## config.mk

```make
export PLATFORM = sky130hd
export DESIGN_NAME = gate_scheduler
export DESIGN_NICKNAME = d
export VERILOG_FILES = /design/src/rtl/gate_sched_pkg.sv /design/src/rtl/gate_scheduler_hold_timer.sv /design/src/rtl/gate_scheduler.sv
export SDC_FILE = /design/constraint.sdc
export NUM_CORES = 1
export LEC_CHECK = 0
export ABC_AREA = 1
export CORE_UTILIZATION = 50
export DETAILED_ROUTE_END_ITERATION = 8
export PLACE_DENSITY = 0.68
export SETUP_SLACK_MARGIN = 0.4
export SLEW_MARGIN = 20
export SYNTH_ARGS = -nofsm -noshare
export SYNTH_HDL_FRONTEND = slang
export SYNTH_SLANG_ARGS = --single-unit
export TNS_END_PERCENT = 5
```

## constraint.sdc

```tcl
create_clock -name clk -period 4.9 [get_ports clk]
set_clock_uncertainty 0.2 [all_clocks]
set_input_delay 0.98 -clock clk [delete_from_list [all_inputs] [get_ports clk]]
set_output_delay 0.98 -clock clk [all_outputs]
set_load 0.02 [all_outputs]
```

## src/rtl/gate_sched_pkg.sv

```systemverilog
// -----------------------------------------------------------------------------
// gate_sched_pkg
//   Shared types and helpers for the parking-lot gate scheduler.
//   gs_state_t   : scheduler FSM states
//   gs_grant_t   : which gate received the most recent grant (round-robin memory)
//   TIMER_W      : width of the shared hold/guard down-counter
//   reload_value : converts a cycle count into the value loaded into the timer
// -----------------------------------------------------------------------------
package gate_sched_pkg;

    localparam int TIMER_W = 32;

    typedef enum logic [1:0] {
        IDLE     = 2'd0,
        OPEN_ENT = 2'd1,
        OPEN_EXT = 2'd2,
        GUARD    = 2'd3
    } gs_state_t;

    typedef enum logic {
        GRANT_ENT = 1'b0,
        GRANT_EXT = 1'b1
    } gs_grant_t;

    // The timer counts down to zero inclusive, so a window of N cycles loads N-1.
    function automatic logic [TIMER_W-1:0] reload_value(input int unsigned cycles);
        return TIMER_W'(cycles - 1);
    endfunction

endpackage

```

## src/rtl/gate_scheduler_hold_timer.sv

```systemverilog
// -----------------------------------------------------------------------------
// hold_timer
//   32-bit down-counter shared by the open window and the guard interval.
//   Ports:
//     clk        in   system clock
//     reset      in   asynchronous, active-high reset (count -> 0)
//     load       in   load load_value this cycle (takes priority over counting)
//     load_value in   value to load
//     expired    out  count == 0; the counter holds at zero once it gets there
// -----------------------------------------------------------------------------
module hold_timer
    import gate_sched_pkg::*;
(
    input  logic               clk,
    input  logic               reset,
    input  logic               load,
    input  logic [TIMER_W-1:0] load_value,
    output logic               expired
);

    logic [TIMER_W-1:0] count;

    // NOTE: sequential state is always written with non-blocking assignments so
    // every flop samples the pre-edge values of its inputs.
    always_ff @(posedge clk or posedge reset) begin
        if (reset) begin
            count <= '0;
        end else if (load) begin
            count <= load_value;
        end else if (!expired) begin
            count <= count - TIMER_W'(1);
        end
    end

    assign expired = (count == '0);

endmodule

```

## src/rtl/gate_scheduler.sv

```systemverilog
// -----------------------------------------------------------------------------
// gate_scheduler
//   Arbitrates a single car lane between the entrance and exit gates of the
//   parking simulator. One gate is granted at a time and held open for
//   HOLD_CYCLES or until the car passes, followed by GUARD_CYCLES with both
//   gates closed. Lot occupancy is tracked and entry is refused when full.
//
//   Optional feature macro: GATE_SCHED_STATS_EN
//     defined   -> adds total_in / total_out saturating pass counters
//     undefined -> those ports and counters are absent
//
//   Ports:
//     clk        in   system clock
//     reset      in   asynchronous, active-high reset
//     ent_req    in   level: car waiting at entrance
//     ext_req    in   level: car waiting at exit
//     pass       in   1-cycle pulse: car cleared the currently open gate
//     ent_open   out  entrance gate drive (registered)
//     ext_open   out  exit gate drive (registered)
//     busy       out  scheduler not idle
//     full       out  occupancy == CAPACITY
//     occupancy  out  cars currently in the lot
//     total_in   out  accepted entrance passes, saturating (stats build only)
//     total_out  out  accepted exit passes, saturating (stats build only)
// -----------------------------------------------------------------------------
module gate_scheduler
    import gate_sched_pkg::*;
#(
    parameter int unsigned HOLD_CYCLES  = 50_000_000,
    parameter int unsigned GUARD_CYCLES = 5_000_000,
    parameter int unsigned CAPACITY     = 3,
    localparam int CNT_W = $clog2(CAPACITY + 1)
)(
    input  logic             clk,
    input  logic             reset,
    input  logic             ent_req,
    input  logic             ext_req,
    input  logic             pass,
    output logic             ent_open,
    output logic             ext_open,
    output logic             busy,
    output logic             full,
    output logic [CNT_W-1:0] occupancy
`ifdef GATE_SCHED_STATS_EN
    ,
    output logic [15:0]      total_in,
    output logic [15:0]      total_out
`endif
);

    gs_state_t          state, state_d;
    gs_grant_t          last_grant, last_grant_d;
    logic [CNT_W-1:0]   occupancy_d;
    logic               timer_load;
    logic [TIMER_W-1:0] timer_value;
    logic               timer_expired;
    logic               ent_ok, ext_ok;

    hold_timer u_hold_timer (
        .clk        (clk),
        .reset      (reset),
        .load       (timer_load),
        .load_value (timer_value),
        .expired    (timer_expired)
    );

    assign full   = (occupancy == CNT_W'(CAPACITY));
    assign busy   = (state != IDLE);
    // Eligibility alone keeps occupancy inside [0, CAPACITY].
    assign ent_ok = ent_req && !full;
    assign ext_ok = ext_req && (occupancy != '0);

    // NOTE: every signal driven here gets a default first, so no path through
    // the case statement can leave one unassigned and infer a latch.
    always_comb begin
        state_d      = state;
        last_grant_d = last_grant;
        occupancy_d  = occupancy;
        timer_load   = 1'b0;
        timer_value  = '0;
        case (state)
            IDLE: begin
                // With both sides eligible, grant the side that did not go last.
                if (ent_ok && (!ext_ok || last_grant == GRANT_EXT)) begin
                    state_d      = OPEN_ENT;
                    last_grant_d = GRANT_ENT;
                    timer_load   = 1'b1;
                    timer_value  = reload_value(HOLD_CYCLES);
                end else if (ext_ok) begin
                    state_d      = OPEN_EXT;
                    last_grant_d = GRANT_EXT;
                    timer_load   = 1'b1;
                    timer_value  = reload_value(HOLD_CYCLES);
                end
            end
            OPEN_ENT, OPEN_EXT: begin
                // pass is tested first so a car clearing on the expiry cycle is counted.
                if (pass || timer_expired) begin
                    state_d     = GUARD;
                    timer_load  = 1'b1;
                    timer_value = reload_value(GUARD_CYCLES);
                end
                if (pass) begin
                    occupancy_d = (state == OPEN_ENT) ? occupancy + CNT_W'(1)
                                                      : occupancy - CNT_W'(1);
                end
            end
            GUARD: begin
                if (timer_expired) begin
                    state_d = IDLE;
                end
            end
            default: begin
                state_d = IDLE;
            end
        endcase
    end

    always_ff @(posedge clk or posedge reset) begin
        if (reset) begin
            state      <= IDLE;
            last_grant <= GRANT_EXT;
            occupancy  <= '0;
            ent_open   <= 1'b0;
            ext_open   <= 1'b0;
        end else begin
            state      <= state_d;
            last_grant <= last_grant_d;
            occupancy  <= occupancy_d;
            // Drives are decoded from the next state so they track the FSM exactly.
            ent_open   <= (state_d == OPEN_ENT);
            ext_open   <= (state_d == OPEN_EXT);
        end
    end

`ifdef GATE_SCHED_STATS_EN
    logic acc_in, acc_out;
    assign acc_in  = (state == OPEN_ENT) && pass;
    assign acc_out = (state == OPEN_EXT) && pass;

    always_ff @(posedge clk or posedge reset) begin
        if (reset) begin
            total_in  <= '0;
            total_out <= '0;
        end else begin
            if (acc_in && total_in != 16'hFFFF) begin
                total_in <= total_in + 16'd1;
            end
            if (acc_out && total_out != 16'hFFFF) begin
                total_out <= total_out + 16'd1;
            end
        end
    end
`endif

endmodule

```

==> load_flow_metrics.sql, run 1 <==
INSERT INTO impl_metrics (metric_group, metric, value, unit) VALUES
('run_status', 'outcome', 'complete, no violations', ''),
('synthesis', 'synth_enable_flop_cells', '0', ''),
('finish', 'final_cell_count_no_fill', '445', ''),
('pwr', 'ir_drop', '0.000321', 'V'),
('placement', 'dpl.hpwl', '4.24', 'mm'),
('finish', 'num-nets-final', '388', ''),
('clock_network', 'clockBufferDepth', '2', ''),
('critical_path', 'critPathLaunchType', 'flip-flop', ''),
('finish', 'insertedDiodeCount', '0', ''),
('synthesis', 'post_synth_num_cell_types', '30', ''),
('synthesis', 'netlist_top_cells_area', 'dfrtp_1, nand2_1, nor2_1', ''),
('clock_network', 'clock_latency', '0.29', 'ns'),
('finish', 'fill_count', '458', ''),
('floorplanning', 'initial_utilization', '0.534', ''),
('timing', 'finalWorstPathRequiredPeriod', '2.85', 'ns'),
('timing', 'relative_max_transition_margin', '0.596', ''),
('timing', 'max_fclk', '351', 'MHz'),
('grt', 'remaining_overflow_grt', '0', ''),
('synthesis', 'seq_area_frac_synth', '0.375', ''),
('clock_network', 'cts_root_buffer', 'clkbuf_8', ''),
('floorplanning', 'horiz_die_dim', '74.2', 'um'),
('grt', 'grt_pass1_wl', '9.69', 'mm'),
('synthesis', 'asyncSetResetFlopFracSynth', '1.00', ''),
('clock_network', 'number_of_buffers_added_by_the_clock_tree_synthesis_step', '5', ''),
('clock_network', 'holdBufCountCts', '0', ''),
('floorplanning', 'die_h', '74.2', 'um'),
('synthesis', 'postSynthAreaPerCell', '7.19', 'um2'),
('critical_path', 'cp.arrival', '1.67', 'ns'),
('placement', 'dpl.cell_count', '437', ''),
('timing', 'count_of_pins_over_their_slew_limit', '0', ''),
('clock_network', 'cts.sinks', '39', ''),
('critical_path', 'end_kind', 'primary output', ''),
('drt', 'totalWireLength', '5.66', 'mm'),
('finish', 'area_delta_synth_final', '10.2', '%'),
('timing', 'finalHoldViolCount', '0', ''),
('synthesis', 'synthesis.instances', '362', ''),
('timing', 'rsz0062_at_grt', 'false', ''),
('grt', 'grt_max_degree', '40', ''),
('synthesis', 'synthesis.area', '2600', 'um2'),
('synthesis', 'postSynthNetCount', '373', ''),
('floorplanning', 'num_rows', '25', ''),
('synthesis', 'synth.yosys.warnings', '0', ''),
('drt', 'routed-via-count', '2266', ''),
('clock_network', 'clock_tree_from_tritoncts', 'done', ''),
('pwr', 'power_per_cell_area', '489', 'nW/um2'),
('drt', 'drcViolationCount', '0', ''),
('pwr', 'power.leakage', '1.37', 'nW'),
('grt', 'grt_antenna_before_repair', '0', ''),
('drt', 'number_of_detailed_routing_iterations_run_before_antenna_repair', '5', ''),
('floorplanning', 'ios', '11', ''),
('drt', 'postRouteAntennaNets', '0', ''),
('drt', 'drc_violation_total_after_the_first_tritonroute_iteration', '118', ''),
('synthesis', 'synth_top_cell_area_share', '0.365', ''),
('grt', 'grtUsageTotal', '0.233', ''),
('flow_run', 'maxCapViolCount', '0', ''),
('critical_path', 'r2r_setup_slack', '2.43', 'ns'),
('finish', 'fraction_of_layout_cells_with_a_size_suffix_above_1', '0.130', ''),
('drt', 'post_drt_wl_per_cell', '12.7', 'um'),
('synthesis', 'synth_most_common_cell', 'nand2_1', ''),
('synthesis', 'ys.flop_type', 'dfrtp_1', ''),
('placement', 'gp_congestion', '0.843', ''),
('clock_network', 'cts.repair.resized', '0', ''),
('drt', 'vias_per_cell', '5.09', ''),
('clock_network', 'cts_max_level', '2', ''),
('clock_network', 'clkSlewWorstSetupHoldPaths', '0.08', 'ns'),
('critical_path', 'worstSetupPathType', 'flip-flop to primary output', ''),
('timing', 'fin_crit_sh', '0.581', ''),
('critical_path', 'crit_fanout', '4', ''),
('floorplanning', 'fp.coreArea', '4880', 'um2'),
('synthesis', 'postSynthRegisterBits', '39', ''),
('timing', 'worstMarginPinSlew', '0.605', 'ns'),
('timing', 'setup_viol', '0', ''),
('timing', 'setup-tns-final', '0', 'ns'),
('synthesis', 'synth_top_cells_by_count', 'nand2_1, nor2_1, inv_1, dfrtp_1, xor2_1', ''),
('grt', 'via_count_of_the_first_global_routing_pass', '2138', ''),
('critical_path', 'data_required_critical_path', '3.72', 'ns'),
('floorplanning', 'die_area', '5500', 'um2'),
('placement', 'io_buffer_count', '10', ''),
('synthesis', 'synth.largest_area_cell', 'dfrtp_1', ''),
('clock_network', 'cts_post_setup_buffers_inserted', '0', ''),
('min_path', 'holdCritPathClass', 'flip-flop to flip-flop', '');
==> cells in the final DEF, fill, tap and decap left out, types with 3 or more instances in the layout <==
cell,count
o31ai_1,4
nand4_1,10
nand2_4,3
o211ai_1,3
clkbuf_8,7
inv_2,11
nor2_1,66
nand3_1,18
nand2_2,8
a21oi_1,7
inv_1,55
nor3_1,7
clkdlybuf4s50_1,10
nor2_4,4
o21ai_0,9
dfrtp_1,38
nor2_2,9
nand2_1,71
ha_1,6
xor2_1,20
==> kinds of logic after synthesis <==
| group | synth area share |
|---|---|
| xor gates and xnor gates | 0.0706 |
| adders and majority gates | 0.0288 |
| DFF | 0.375 |
| and+or+nand+nor | 0.360 |
| AOI/OAI and AO/OA | 0.0596 |
| buffers and inverters | 0.105 |
==> state kept, by name (all words and copies together), names as in the netlist <==
signal / flops
occupancy: 2
u_hold_timer.count: 32
state: 2
ext_open: 1
last_grant: 1
ent_open: 1
==> path summary, 6_finish.rpt <==
path	cells past startpoint	endpoint	startpoint
max reg2reg	8	u_hold_timer.count[12]	state[0]
min in group asynchronous	3	u_hold_timer.count[7]	reset
min	2	last_grant	last_grant
min reg2reg	2	last_grant	last_grant
max in group asynchronous	3	last_grant	reset
max	4	busy	state[0]
==> final cells by class <==
type / instances / area, um2 / share of cell area
multi-input combinational: 254 / 1350 / 0.471
timing repair buffer: 11 / 108 / 0.0375
inverter: 66 / 248 / 0.0863
clock buffer: 8 / 100 / 0.0349
tap: 67 / 83.8 / 0.0292
sequential: 39 / 977 / 0.341
==> routing by layer <==
metal	routed length (um)	vias up	global-route usage
li1	-	1142	-
met1	2680	1071	0.309
met2	2720	44	0.398
met3	198	9	0.0325
met4	67	0	0.0662
met5	0	-	0
==> critical path: stages, from the launching register on <==
cell,delay [ns]
dfrtp_1,0.40
inv_1,0.09
ha_1,0.23
inv_1,0.06
clkdlybuf4s50_1,0.59
==> through the flow <==
step / instance area [um2] / power [mW] / setup slack, ns / utilization / hold slack, ns
final: 2870 / 1.40 / 2.05 / 0.588 / 0.295
after global routing: 2870 / 1.52 / 1.84 / 0.588 / 0.311
after CTS: 2870 / 1.41 / 2.03 / 0.588 / 0.297
after detailed placement: 2770 / 1.16 / 1.75 / 0.567 / 0.293
after global placement: 2770 / 1.15 / 1.84 / 0.567 / 0.278
after floorplan: 2600 / 1.00 / 2.74 / - / 0.263
==> where the power goes <==
part	total, mW	switching (mW)	internal [mW]
combinational	0.663	0.427	0.235
clock	0.241	0.112	0.129
sequential	0.500	0.0826	0.417
total	1.40	0.622	0.781
(Power assumes the default switching activity.)
==> inputs of run 2 (changes only) <==
==> constraint.sdc (replaced) <==
create_clock -name clk -period 2.9 [get_ports clk]
set_clock_uncertainty 0.2 [all_clocks]
set_input_delay 0.58 -clock clk [delete_from_list [all_inputs] [get_ports clk]]
set_output_delay 0.58 -clock clk [all_outputs]
set_load 0.02 [all_outputs]
==> run 2 against run 1 <==
Non-clock buffer count is 1 higher. Final cell count up 0.22%. Register-to-register slack worse by 1.8 ns. Critical endpoint is now u_hold_timer.count[12]. Die area unchanged.
==> load_flow_metrics.sql, run 2 (synthesis gave the netlist of run 1 again) <==
INSERT INTO impl_metrics (metric_group, metric, value, unit) VALUES
('pwr', 'p_total', '2.32', 'mW'),
('grt', 'via_count_of_the_first_global_routing_pass', '2018', ''),
('min_path', 'holdCritPathClass', 'flip-flop to flip-flop', ''),
('finish', 'area_delta_synth_final', '9.85', '%'),
('timing', 'finalWorstPathRequiredPeriod', '2.32', 'ns'),
('pwr', 'ir_drop', '0.000609', 'V'),
('pwr', 'power.leakage', '1.37', 'nW'),
('critical_path', 'data_required_critical_path', '2.89', 'ns'),
('critical_path', 'critical_path.slowest_cell', 'dfrtp_1', ''),
('finish', 'max_flop_register', 'u_hold_timer.count', ''),
('critical_path', 'critPathLaunchType', 'flip-flop', ''),
('timing', 'setup-tns-final', '0', 'ns'),
('critical_path', 'cp_slowest_stage_delay', '0.39', 'ns'),
('drt', 'totalWireLength', '5.53', 'mm'),
('drt', 'drc_violation_total_after_the_first_tritonroute_iteration', '164', ''),
('drt', 'routed-via-count', '2190', ''),
('finish', 'layout_commonest_cell', 'nand2_1', ''),
('timing', 'count_of_pins_over_their_slew_limit', '0', ''),
('floorplanning', 'die_h', '74.2', 'um'),
('flow_run', 'maxCapViolCount', '0', ''),
('clock_network', 'cts_max_level', '2', ''),
('drt', 'number_of_detailed_routing_iterations_run_before_antenna_repair', '4', ''),
('drt', 'postRouteAntennaNets', '0', ''),
('clock_network', 'clockBufferDepth', '2', ''),
('finish', 'largest_register_ff_count', '32', ''),
('grt', 'grtUsageTotal', '0.229', ''),
('finish', 'insertedDiodeCount', '0', ''),
('run_status', 'outcome', 'complete, no violations', ''),
('finish', 'num-nets-final', '389', ''),
('critical_path', 'cp.buffers_inverters', '3', ''),
('critical_path', 'path_common_cell', 'nand2_1', ''),
('clock_network', 'number_of_buffers_added_by_the_clock_tree_synthesis_step', '5', ''),
('critical_path', 'worstSetupPathType', 'flip-flop to flip-flop', ''),
('floorplanning', 'ios', '11', ''),
('placement', 'dpl.hpwl', '4.24', 'mm'),
('finish', 'layout_top_registers', 'u_hold_timer.count x32, occupancy x2, state x2', ''),
('clock_network', 'holdBufCountCts', '0', ''),
('pwr', 'power_per_cell_area', '812', 'nW/um2'),
('critical_path', 'worstPathCellList', 'inv_1 -> ha_1 -> nand2_1 -> nor2_1 -> nand2_2 -> nor2_4 -> nand2_1 -> inv_1 -> nand2_1 -> nand2_1 -> inv_1', ''),
('drt', 'vias_per_cell', '4.91', ''),
('clock_network', 'clock_latency', '0.30', 'ns'),
('critical_path', 'cp.arrival', '2.31', 'ns'),
('placement', 'io_buffer_count', '10', ''),
('grt', 'grt_pass1_wl', '9.36', 'mm'),
('placement', 'gp_congestion', '0.853', ''),
('floorplanning', 'initial_utilization', '0.534', ''),
('timing', 'fin_crit_sh', '0.799', ''),
('timing', 'finalHoldViolCount', '0', ''),
('timing', 'setup_viol', '0', ''),
('clock_network', 'clkSlewWorstSetupHoldPaths', '0.08', 'ns'),
('grt', 'grt_max_degree', '40', ''),
('grt', 'grt_antenna_before_repair', '0', ''),
('finish', 'final_cell_mix', 'nand2_1, nor2_1, inv_1', ''),
('finish', 'fraction_of_layout_cells_with_a_size_suffix_above_1', '0.129', ''),
('drt', 'drcViolationCount', '0', ''),
('clock_network', 'cts.sinks', '39', ''),
('critical_path', 'end_kind', 'flip-flop', ''),
('clock_network', 'cts_post_setup_buffers_inserted', '0', ''),
('clock_network', 'clock_tree_from_tritoncts', 'done', ''),
('floorplanning', 'num_rows', '25', ''),
('timing', 'rsz0062_at_grt', 'true', ''),
('floorplanning', 'fp.coreArea', '4880', 'um2'),
('grt', 'remaining_overflow_grt', '0', ''),
('drt', 'post_drt_wl_per_cell', '12.4', 'um'),
('floorplanning', 'die_area', '5500', 'um2'),
('finish', 'fill_count', '472', ''),
('floorplanning', 'horiz_die_dim', '74.2', 'um'),
('timing', 'max_fclk', '431', 'MHz'),
('critical_path', 'crit_family', 'simple AND/OR/NAND/NOR gates', ''),
('clock_network', 'cts_root_buffer', 'clkbuf_8', ''),
('timing', 'relative_max_transition_margin', '0.659', ''),
('critical_path', 'crit_fanout', '12', ''),
('timing', 'worstMarginPinSlew', '0.511', 'ns');
## run 2: what timing repair did
action                                 CTS  global route
endpoints found under the hold margin    0             0
gates resized for setup                  0             1
setup endpoints to repair                0             7
## run 2: cell type report
type / instances / area [um2] / share of cell area
multi-input cells: 254 / 1350 / 0.473
flip-flops and latches: 39 / 977 / 0.342
inverters: 66 / 248 / 0.0866
repair buffers: 12 / 118 / 0.0411
well taps: 67 / 83.8 / 0.0293
clock buffers: 7 / 76.3 / 0.0267
clock inverters: 1 / 5.00 / 0.00175
## run 2: per-stage QoR
stage	util	hold WS [ns]	instances	worst slack (ns)	cell area [um2]
after floorplan	-	0.263	362	1.06	2600
after global placement	0.569	0.290	438	0.509	2780
after detailed placement	0.569	0.286	438	0.456	2780
after CTS	0.586	0.292	446	0.409	2860
after global routing	0.586	0.323	446	0.367	2860
final	0.586	0.294	446	0.582	2860
## run 2: worst paths after layout
path,start,to,slack [ns],depth (start not counted)
max,u_hold_timer.count[0],u_hold_timer.count[12],0.58,11
min,last_grant,last_grant,0.29,2
max reg2reg,u_hold_timer.count[0],u_hold_timer.count[12],0.58,11
min reg2reg,last_grant,last_grant,0.29,2
max in group asynchronous,reset,u_hold_timer.count[14],1.64,3
min in group asynchronous,reset,occupancy[0],0.50,3
## run 2: layer usage
layer,track usage,vias up,part of all wire
met4,0.0897,0,0.017
met3,0.0379,7,0.030
met5,0,-,0
met1,0.324,999,0.49
met2,0.351,42,0.47
li1,-,1142,-
## run 2: report_power, final
part           switching, mW  leakage (nW)  total, mW  internal (mW)
combinational          0.711         0.875       1.12          0.408
clock                  0.192        0.0422      0.361          0.169
sequential             0.138         0.452      0.843          0.705
## run 2: tightest hold or removal path: stages (launching register included)
cell and delay (ns):
dfstp_2 0.38, nand2_1 0.05, o21ai_0 0.07
